`config.mk`:
```
export PLATFORM = sky130hd
export DESIGN_NAME = wb_port_arbiter
export DESIGN_NICKNAME = d
export VERILOG_FILES = /design/src/rtl/wb_port_arbiter.sv
export SDC_FILE = /design/constraint.sdc
export NUM_CORES = 1
export LEC_CHECK = 0
export ABC_AREA = 1
export CORE_ASPECT_RATIO = 1.25
export CORE_MARGIN = 4
export CORE_UTILIZATION = 25
export CTS_CLUSTER_DIAMETER = 40
export DETAILED_ROUTE_END_ITERATION = 8
export HOLD_SLACK_MARGIN = 0.1
export PLACE_DENSITY = 0.93
export SYNTH_ARGS = -nofsm -noshare
export SYNTH_HDL_FRONTEND = slang
export SYNTH_SLANG_ARGS = --single-unit
```
`constraint.sdc`:
```
create_clock -name CLK -period 1.61 [get_ports CLK]
set_input_delay 0.322 -clock CLK [delete_from_list [all_inputs] [get_ports CLK]]
set_output_delay 0.322 -clock CLK [all_outputs]
set_load 0.01 [all_outputs]
```
`src/rtl/wb_port_arbiter.sv`:
```
// wb_port_arbiter: register-file write port arbiter between pipeline writeback and MDU, with MDU starvation guard.
// Optional build macro WB_ARB_STATS_EN adds FORCE_CNT/CONFLICT_CNT statistics outputs.
module wb_port_arbiter #(
  parameter int unsigned STARVE_LIMIT = 3
) (
  input  logic        CLK,
  input  logic        RESET,
  input  logic        P_WE,
  input  logic [4:0]  P_A3,
  input  logic [31:0] P_WD,
  input  logic [31:0] P_PC,
  output logic        P_STALL,
  input  logic        M_VALID,
  input  logic [4:0]  M_A3,
  input  logic [31:0] M_WD,
  input  logic [31:0] M_PC,
  output logic        M_READY,
  output logic        RF_WE,
  output logic [4:0]  RF_A3,
  output logic [31:0] RF_WD,
  output logic [31:0] RF_PC
`ifdef WB_ARB_STATS_EN
  ,
  output logic [31:0] FORCE_CNT,
  output logic [31:0] CONFLICT_CNT
`endif
);
  typedef enum logic {NORMAL, FORCE} state_t;
  localparam logic [3:0] LIM = 4'(STARVE_LIMIT - 1);
  state_t state_q, state_d;
  logic [3:0] cnt_q, cnt_d;
  logic p_req, m_req, grant_p, grant_m;
  always_comb begin
    p_req   = P_WE && P_A3 != 5'd0;
    m_req   = M_VALID && M_A3 != 5'd0;
    grant_m = !RESET && m_req && (state_q == FORCE || !p_req);
    grant_p = !RESET && p_req && state_q == NORMAL;
    RF_WE   = grant_p || grant_m;
    RF_A3   = grant_p ? P_A3 : (grant_m ? M_A3 : 5'd0);
    RF_WD   = grant_p ? P_WD : (grant_m ? M_WD : 32'd0);
    RF_PC   = grant_p ? P_PC : (grant_m ? M_PC : 32'd0);
    // zero-destination MDU results are retired without touching the port
    M_READY = grant_m || (!RESET && M_VALID && M_A3 == 5'd0);
    P_STALL = !RESET && state_q == FORCE && m_req && p_req;
  end
  always_comb begin
    state_d = state_q;
    cnt_d   = cnt_q;
    if (state_q == FORCE) begin
      state_d = NORMAL;
      cnt_d   = 4'd0;
    end else if (p_req && m_req) begin
      state_d = (cnt_q == LIM) ? FORCE : NORMAL;
      cnt_d   = (cnt_q == LIM) ? 4'd0 : cnt_q + 4'd1;
    end else if (m_req) begin
      cnt_d   = 4'd0;
    end
  end
  always_ff @(posedge CLK) begin
    if (RESET) begin
      state_q <= NORMAL;
      cnt_q   <= 4'd0;
    end else begin
      state_q <= state_d;
      cnt_q   <= cnt_d;
    end
  end
`ifdef WB_ARB_STATS_EN
  logic [31:0] force_cnt_q, conflict_cnt_q;
  always_ff @(posedge CLK) begin
    if (RESET) begin
      force_cnt_q    <= 32'd0;
      conflict_cnt_q <= 32'd0;
    end else begin
      force_cnt_q    <= force_cnt_q + 32'(grant_m && state_q == FORCE);
      conflict_cnt_q <= conflict_cnt_q + 32'(p_req && m_req);
    end
  end
  assign FORCE_CNT    = force_cnt_q;
  assign CONFLICT_CNT = conflict_cnt_q;
`endif
endmodule

```
==> results of run 1 <==
stage by stage:
| step | total power, mW | instances |
|---|---|---|
| after global routing | 1.90 | 660 |
| after CTS | 1.65 | 649 |
| after detailed placement | 1.10 | 571 |
| final | 1.83 | 660 |
| after global placement | 1.08 | 571 |
| after floorplan | 0.457 | 289 |
kinds of logic after synthesis:
logic type             share of synthesized area, %
AND/OR/NAND/NOR                                75.5
XOR/XNOR                                      0.575
AO/OA/AOI/OAI                                  2.05
buffers and inverters                          15.3
flip-flops                                     6.57
sequential cells by signal, indices dropped and copies added, names as in the netlist:
name	count
state_q	1
cnt_q	4
tightest hold or removal path: cells and delay by family, from the launching register on:
family           cells  cell delay, ns
flip-flops           1            0.32
AND/OR/NAND/NOR      1            0.07
AO/OA/AOI/OAI        1            0.05
timing repair:
action / CTS / global route
setup endpoints to repair: 72 / 72
cloned: 11 / 4
gates resized for setup: 509 / 83
pin swaps: 44 / 77
buffers inserted: 65 / 22
hold buffers: 0 / 0
worst paths after layout:
check             cells past startpoint     start        end  slack (ns)
setup / recovery                     14   P_A3[0]  RF_PC[19]       -0.35
hold / removal                        2  cnt_q[3]   cnt_q[3]        0.50
setup reg to reg                      7   state_q    state_q        0.28
hold reg to reg                       2  cnt_q[3]   cnt_q[3]        0.50
cell type report:
type                    instances  area, um^2
repair buffers                313        3300
inverters                      10        52.6
well taps                      82         103
clock buffers                   4        45.0
fillers                       245         537
flip-flops and latches          5         101
multi-input cells             246        1720
per-layer routing:
layer,vias up,wire (um)
met5,-,0
met4,0,702
met3,59,1090
met2,250,7770
met1,1704,4700
li1,1578,-
power by group:
part	leakage, nW	internal, mW	switching [mW]
Sequential	0.0410	0.127	0.00361
Clock	0.0228	0.171	0.0756
Combinational	2.40	0.846	0.610
cell usage after synthesis, drive strengths merged:
master	number
nand4	1
dfxtp	5
buf	28
a31oi	1
nand2	84
nand3	143
inv	10
xor2	1
a21oi	3
nor2	9
nor3	2
o21ai	2
==> impl_metrics.env, run 1 <==
export IMPL_outcome="finished, violations left"
export IMPL_violations="negative setup slack"
export IMPL_clk_path_buf_depth=2
export IMPL_synth_area_leader_cell="nand3_1"
export IMPL_initial_core_util_pct=26.0
export IMPL_path_buf_inv=8
export IMPL_dr_pass1_iters=8
export IMPL_grtUsageMet3_pct=5.67
export IMPL_insertedDiodeCount=0
export IMPL_grt_busiest_layer="met2"
export IMPL_critPathLaunchType="primary input"
export IMPL_grt_pass1_vias=3502
export IMPL_ios=214
export IMPL_yosysWarnings=0
export IMPL_final_cell_mix="128 x clkdlybuf4s50_1, 72 x nand3_1, 63 x buf_6"
export IMPL_place_congestion=0.858
export IMPL_post_place_ws_ns=-0.881
export IMPL_max_slew_margin_pct=76.1
export IMPL_final_area_um2=5320
export IMPL_drc_errors=0
export IMPL_crit_type="in2out"
export IMPL_dpl_cell_area_um2=3770
export IMPL_met1_usage_pct=31.0
export IMPL_tightest_slew_ns=0.358
export IMPL_synth_cells=289
export IMPL_netlist_area_um2=1520
export IMPL_hold_violations=0
export IMPL_cts_sinks=5
export IMPL_cts_clk_slew_worst_paths_ns=0.04
export IMPL_slew_violations=0
export IMPL_synth_area_leaders="nand3_1 46%, nand2_1 20%, dfxtp_1 6.6%"
export IMPL_cts_max_level=1
export IMPL_yosys_cell_types_count=23
export IMPL_hold_slack_ns=0.499
export IMPL_worst_setup_path_end_kind="primary output"
export IMPL_fin_crit_sh_pct=122
export IMPL_die_area_um2=7420
export IMPL_drtAntennaViolNets=0
export IMPL_final_util_pct=90.8
export IMPL_antenna_found_initial=0
export IMPL_cp_data_arrival_time_ns=1.64
export IMPL_yosysTopAreaCellShare_pct=46.3
export IMPL_ys_seq_area_share_pct=6.57
export IMPL_setup_tns_final_ns=-17.46
export IMPL_area_growth_pct=249
export IMPL_die_w_um=77.8
export IMPL_max_freq_mhz=511
export IMPL_numCtsBuffers=3
export IMPL_overflow=0
export IMPL_cp_top_family="buffers and inverters"
export IMPL_ys_ff_latch=5
export IMPL_die_y_um=95.3
export IMPL_drt_iter0_drc=254
export IMPL_fin_worst_skew_ns=0.00193
export IMPL_vias_per_cell=5.44
export IMPL_p_leak_nw=2.46
export IMPL_avgSynthCellArea_um2=5.27
export IMPL_worstSkewPairLatency_ns=0.23
export IMPL_drt_wl_total_um=14300
export IMPL_path_cells="buf_8 -> nor2_4 -> nand3_2 -> nand2_4 -> inv_8 -> nand2_8 -> buf_12 -> buf_12 -> buf_6 -> buf_6 -> buf_6 -> nand3_2 -> nand2_1 -> buf_2"
export IMPL_grt_max_degree=48
export IMPL_cellPowerDensity_nw_per_um2=345
export IMPL_syn_nets=431
export IMPL_nets=721
export IMPL_setup_violations=70
export IMPL_hold_path_class="reg2reg"
export IMPL_max_stage_delay_ns=0.12
export IMPL_setup_slack_ns=-0.348
export IMPL_cp_required_ns=1.29
export IMPL_grt_first_pass_wirelength_um=17700
export IMPL_drv_cap=0
export IMPL_drive_above_1_share_pct=51.7
export IMPL_grt_use_total_pct=30.2
export IMPL_root_buffer="clkbuf_8"
export IMPL_grtUsageMet2_pct=60.2
export IMPL_io_buffers=213
export IMPL_coreArea_um2=5860
export IMPL_cts_tree="done"
export IMPL_cp_slowest_cell="nand2_4"
export IMPL_rows=31
export IMPL_wire_per_inst_um=21.6
export IMPL_min_period_ns=1.96
export IMPL_cp_max_fo=5
export IMPL_layout_commonest_cell="clkdlybuf4s50_1"
export IMPL_vias=3591
export IMPL_rsz0062_at_grt="true"
export IMPL_irDropWorstVdd_mv=0.297
export IMPL_cpMostUsedCell="buf_6"
export IMPL_hpwl_um=6700
Note: power is estimated with default switching activity, not from simulation.
==> run 2, diff against run 1 <==
--- a/config.mk
+++ b/config.mk
@@ -12,7 +12,7 @@
 export CTS_CLUSTER_DIAMETER = 40
 export DETAILED_ROUTE_END_ITERATION = 8
 export HOLD_SLACK_MARGIN = 0.1
-export PLACE_DENSITY = 0.93
+export PLACE_DENSITY_LB_ADDON = 0.08
 export SYNTH_ARGS = -nofsm -noshare
 export SYNTH_HDL_FRONTEND = slang
 export SYNTH_SLANG_ARGS = --single-unit
==> run 2 against run 1 <==
  * The run still ends with negative setup slack left
  * Register-to-register slack improved by 0.09 ns
  * Flip-flop and latch count unchanged
  * Final cell count down 0.45%
  * Setup slack better by 0.0082 ns
  * Core utilization decreased by 4.3 points
  * Routed wire length is 2.5% lower
  * Non-clock buffer count decreased by 3
  * Clock power decreased by 6%
  * Via count fell by 0.81%
==> impl_metrics.env, run 2 (synthesis gave the netlist of run 1 again) <==
export IMPL_grt_pass1_vias=2919
export IMPL_crit_type="in2out"
export IMPL_worstSkewPairLatency_ns=0.22
export IMPL_numCtsBuffers=3
export IMPL_postCtsHoldBufs=0
export IMPL_cts_sinks=5
export IMPL_cp_data_arrival_time_ns=1.63
export IMPL_grt_use_total_pct=26.2
export IMPL_die_w_um=77.8
export IMPL_sw_frac_of_total_pct=36.1
export IMPL_final_cell_mix="128 x clkdlybuf4s50_1, 94 x nand3_1, 67 x nand2_1"
export IMPL_path_buf_inv=7
export IMPL_cts_tree="done"
export IMPL_hpwl_um=7000
export IMPL_rsz0062_at_grt="true"
export IMPL_post_place_ws_ns=-0.831
export IMPL_instances_no_fill=657
export IMPL_outcome="finished, violations left"
export IMPL_max_freq_mhz=513
export IMPL_layout_commonest_cell="clkdlybuf4s50_1"
export IMPL_fillers=302
export IMPL_cp_slowest_cell="clkbuf_16"
export IMPL_grt_max_degree=39
export IMPL_coreArea_um2=5860
export IMPL_critPathLaunchType="primary input"
export IMPL_cp_required_ns=1.29
export IMPL_top_register="cnt_q"
export IMPL_wire_per_inst_um=21.2
export IMPL_drt_wl_total_um=13900
export IMPL_dr_pass1_iters=5
export IMPL_hold_slack_ns=0.484
export IMPL_hold_path_class="reg2reg"
export IMPL_root_buffer="clkbuf_8"
export IMPL_antenna_found_initial=0
export IMPL_die_area_um2=7420
export IMPL_drtAntennaViolNets=0
export IMPL_path_cells="buf_6 -> nor2_4 -> nand3_4 -> nand2_4 -> nor2_8 -> clkbuf_16 -> buf_8 -> buf_6 -> buf_8 -> buf_6 -> nand3_2 -> nand2_2 -> buf_6"
export IMPL_fin_worst_skew_ns=0.00415
export IMPL_grt_first_pass_wirelength_um=15600
export IMPL_grtUsageMet2_pct=49.6
export IMPL_drive_above_1_share_pct=46.3
export IMPL_worst_setup_path_end_kind="primary output"
export IMPL_holdPathStages=2
export IMPL_dp_cells=578
export IMPL_initial_core_util_pct=26.0
export IMPL_cts_max_level=1
export IMPL_cp_top_family="buffers and inverters"
export IMPL_largest_reg_flops=4
export IMPL_overflow=0
export IMPL_min_period_ns=1.95
export IMPL_crit_cells=13
export IMPL_power_switching_mw=0.630
export IMPL_irDropWorstVdd_mv=0.598
export IMPL_power_frac_comb_pct=79.2
export IMPL_vias=3562
export IMPL_totalPowerFinal_mw=1.74
export IMPL_rows=31
export IMPL_cpMostUsedCell="buf_6"
export IMPL_die_y_um=95.3
export IMPL_grtUsageMet3_pct=4.54
export IMPL_reg_top3="cnt_q: 4 flops, state_q: 1 flops"
export IMPL_fin_crit_sh_pct=121
export IMPL_hold_violations=0
export IMPL_clk_path_buf_depth=2
export IMPL_grt_busiest_layer="met2"
export IMPL_ios=214
export IMPL_drt_iter0_drc=346
export IMPL_violations="negative setup slack"
export IMPL_vias_per_cell=5.42
export IMPL_slew_violations=0
export IMPL_nets=718
export IMPL_clockPowerShare_pct=13.3
export IMPL_drc_errors=0
export IMPL_max_slew_margin_pct=82.6
export IMPL_cellPowerDensity_nw_per_um2=344
export IMPL_setup_slack_ns=-0.340
export IMPL_setup_violations=71
export IMPL_io_buffers=213
export IMPL_internal_power_mw=1.11
export IMPL_max_stage_delay_ns=0.14
export IMPL_cts_clk_slew_worst_paths_ns=0.03
export IMPL_r2r_cells=6
export IMPL_area_growth_pct=233
export IMPL_tightest_slew_ns=0.260
export IMPL_drv_cap=0
export IMPL_place_congestion=0.864
export IMPL_insertedDiodeCount=0
export IMPL_cp_max_fo=6
export IMPL_met1_usage_pct=30.2
export IMPL_seqPwrFrac_pct=7.5
export IMPL_setup_tns_final_ns=-15.28
export IMPL_p_leak_nw=2.43
[run 2: cell type report]
type	instances	area, um^2	area share [%]
clock buffers	4	45.0	0.889
inverters	10	45.0	0.889
flip-flops and latches	5	101	2.00
multi-input cells	246	1530	30.3
well taps	82	103	2.02
repair buffers	310	3240	63.9
[run 2: per-layer routing]
layer / up-vias / wire length [um] / share of wire, %
met3: 70 / 1420 / 10
met4: 0 / 734 / 5.3
met2: 267 / 7120 / 51
li1: 1573 / - / -
met5: - / 0 / 0
met1: 1652 / 4630 / 33
[run 2: power by group through the flow]
stage	combinational [mW]	clock, mW	sequential [mW]
2_1_floorplan	0.325	0	0.132
5_1_grt	1.44	0.251	0.131
3_3_place_gp	0.968	0	0.132
3_5_place_dp	0.976	0	0.132
4_1_cts	1.08	0.234	0.131
6_report	1.38	0.232	0.131
[run 2: timing repair]
item                                    CTS  global route
pin swaps                                20            43
cloned                                    5            12
resized for setup                       368           140
hold endpoints to repair                  0             0
setup buffers                            26            40
endpoints found under the setup margin   72            72
[run 2: worst min-delay path, delay by kind of cell, from the launching register on]
family             cells  cell delay (ns)
DFF                    1             0.31
and+or+nand+nor        1             0.07
AOI/OAI and AO/OA      1             0.06
[run 2: per-stage QoR]
step	area (um^2)	utilization, %
6_report	5070	86.5
2_1_floorplan	1520	-
3_5_place_dp	3820	65.2
3_3_place_gp	3820	65.2
4_1_cts	4230	72.3
5_1_grt	5070	86.5
[run 2: path summary, 6_finish.rpt]
check	start	end	slack, ns
setup / recovery	M_A3[4]	RF_WD[29]	-0.34
hold / removal	cnt_q[2]	cnt_q[2]	0.48
setup reg to reg	state_q	cnt_q[1]	0.37
hold reg to reg	cnt_q[2]	cnt_q[2]	0.48
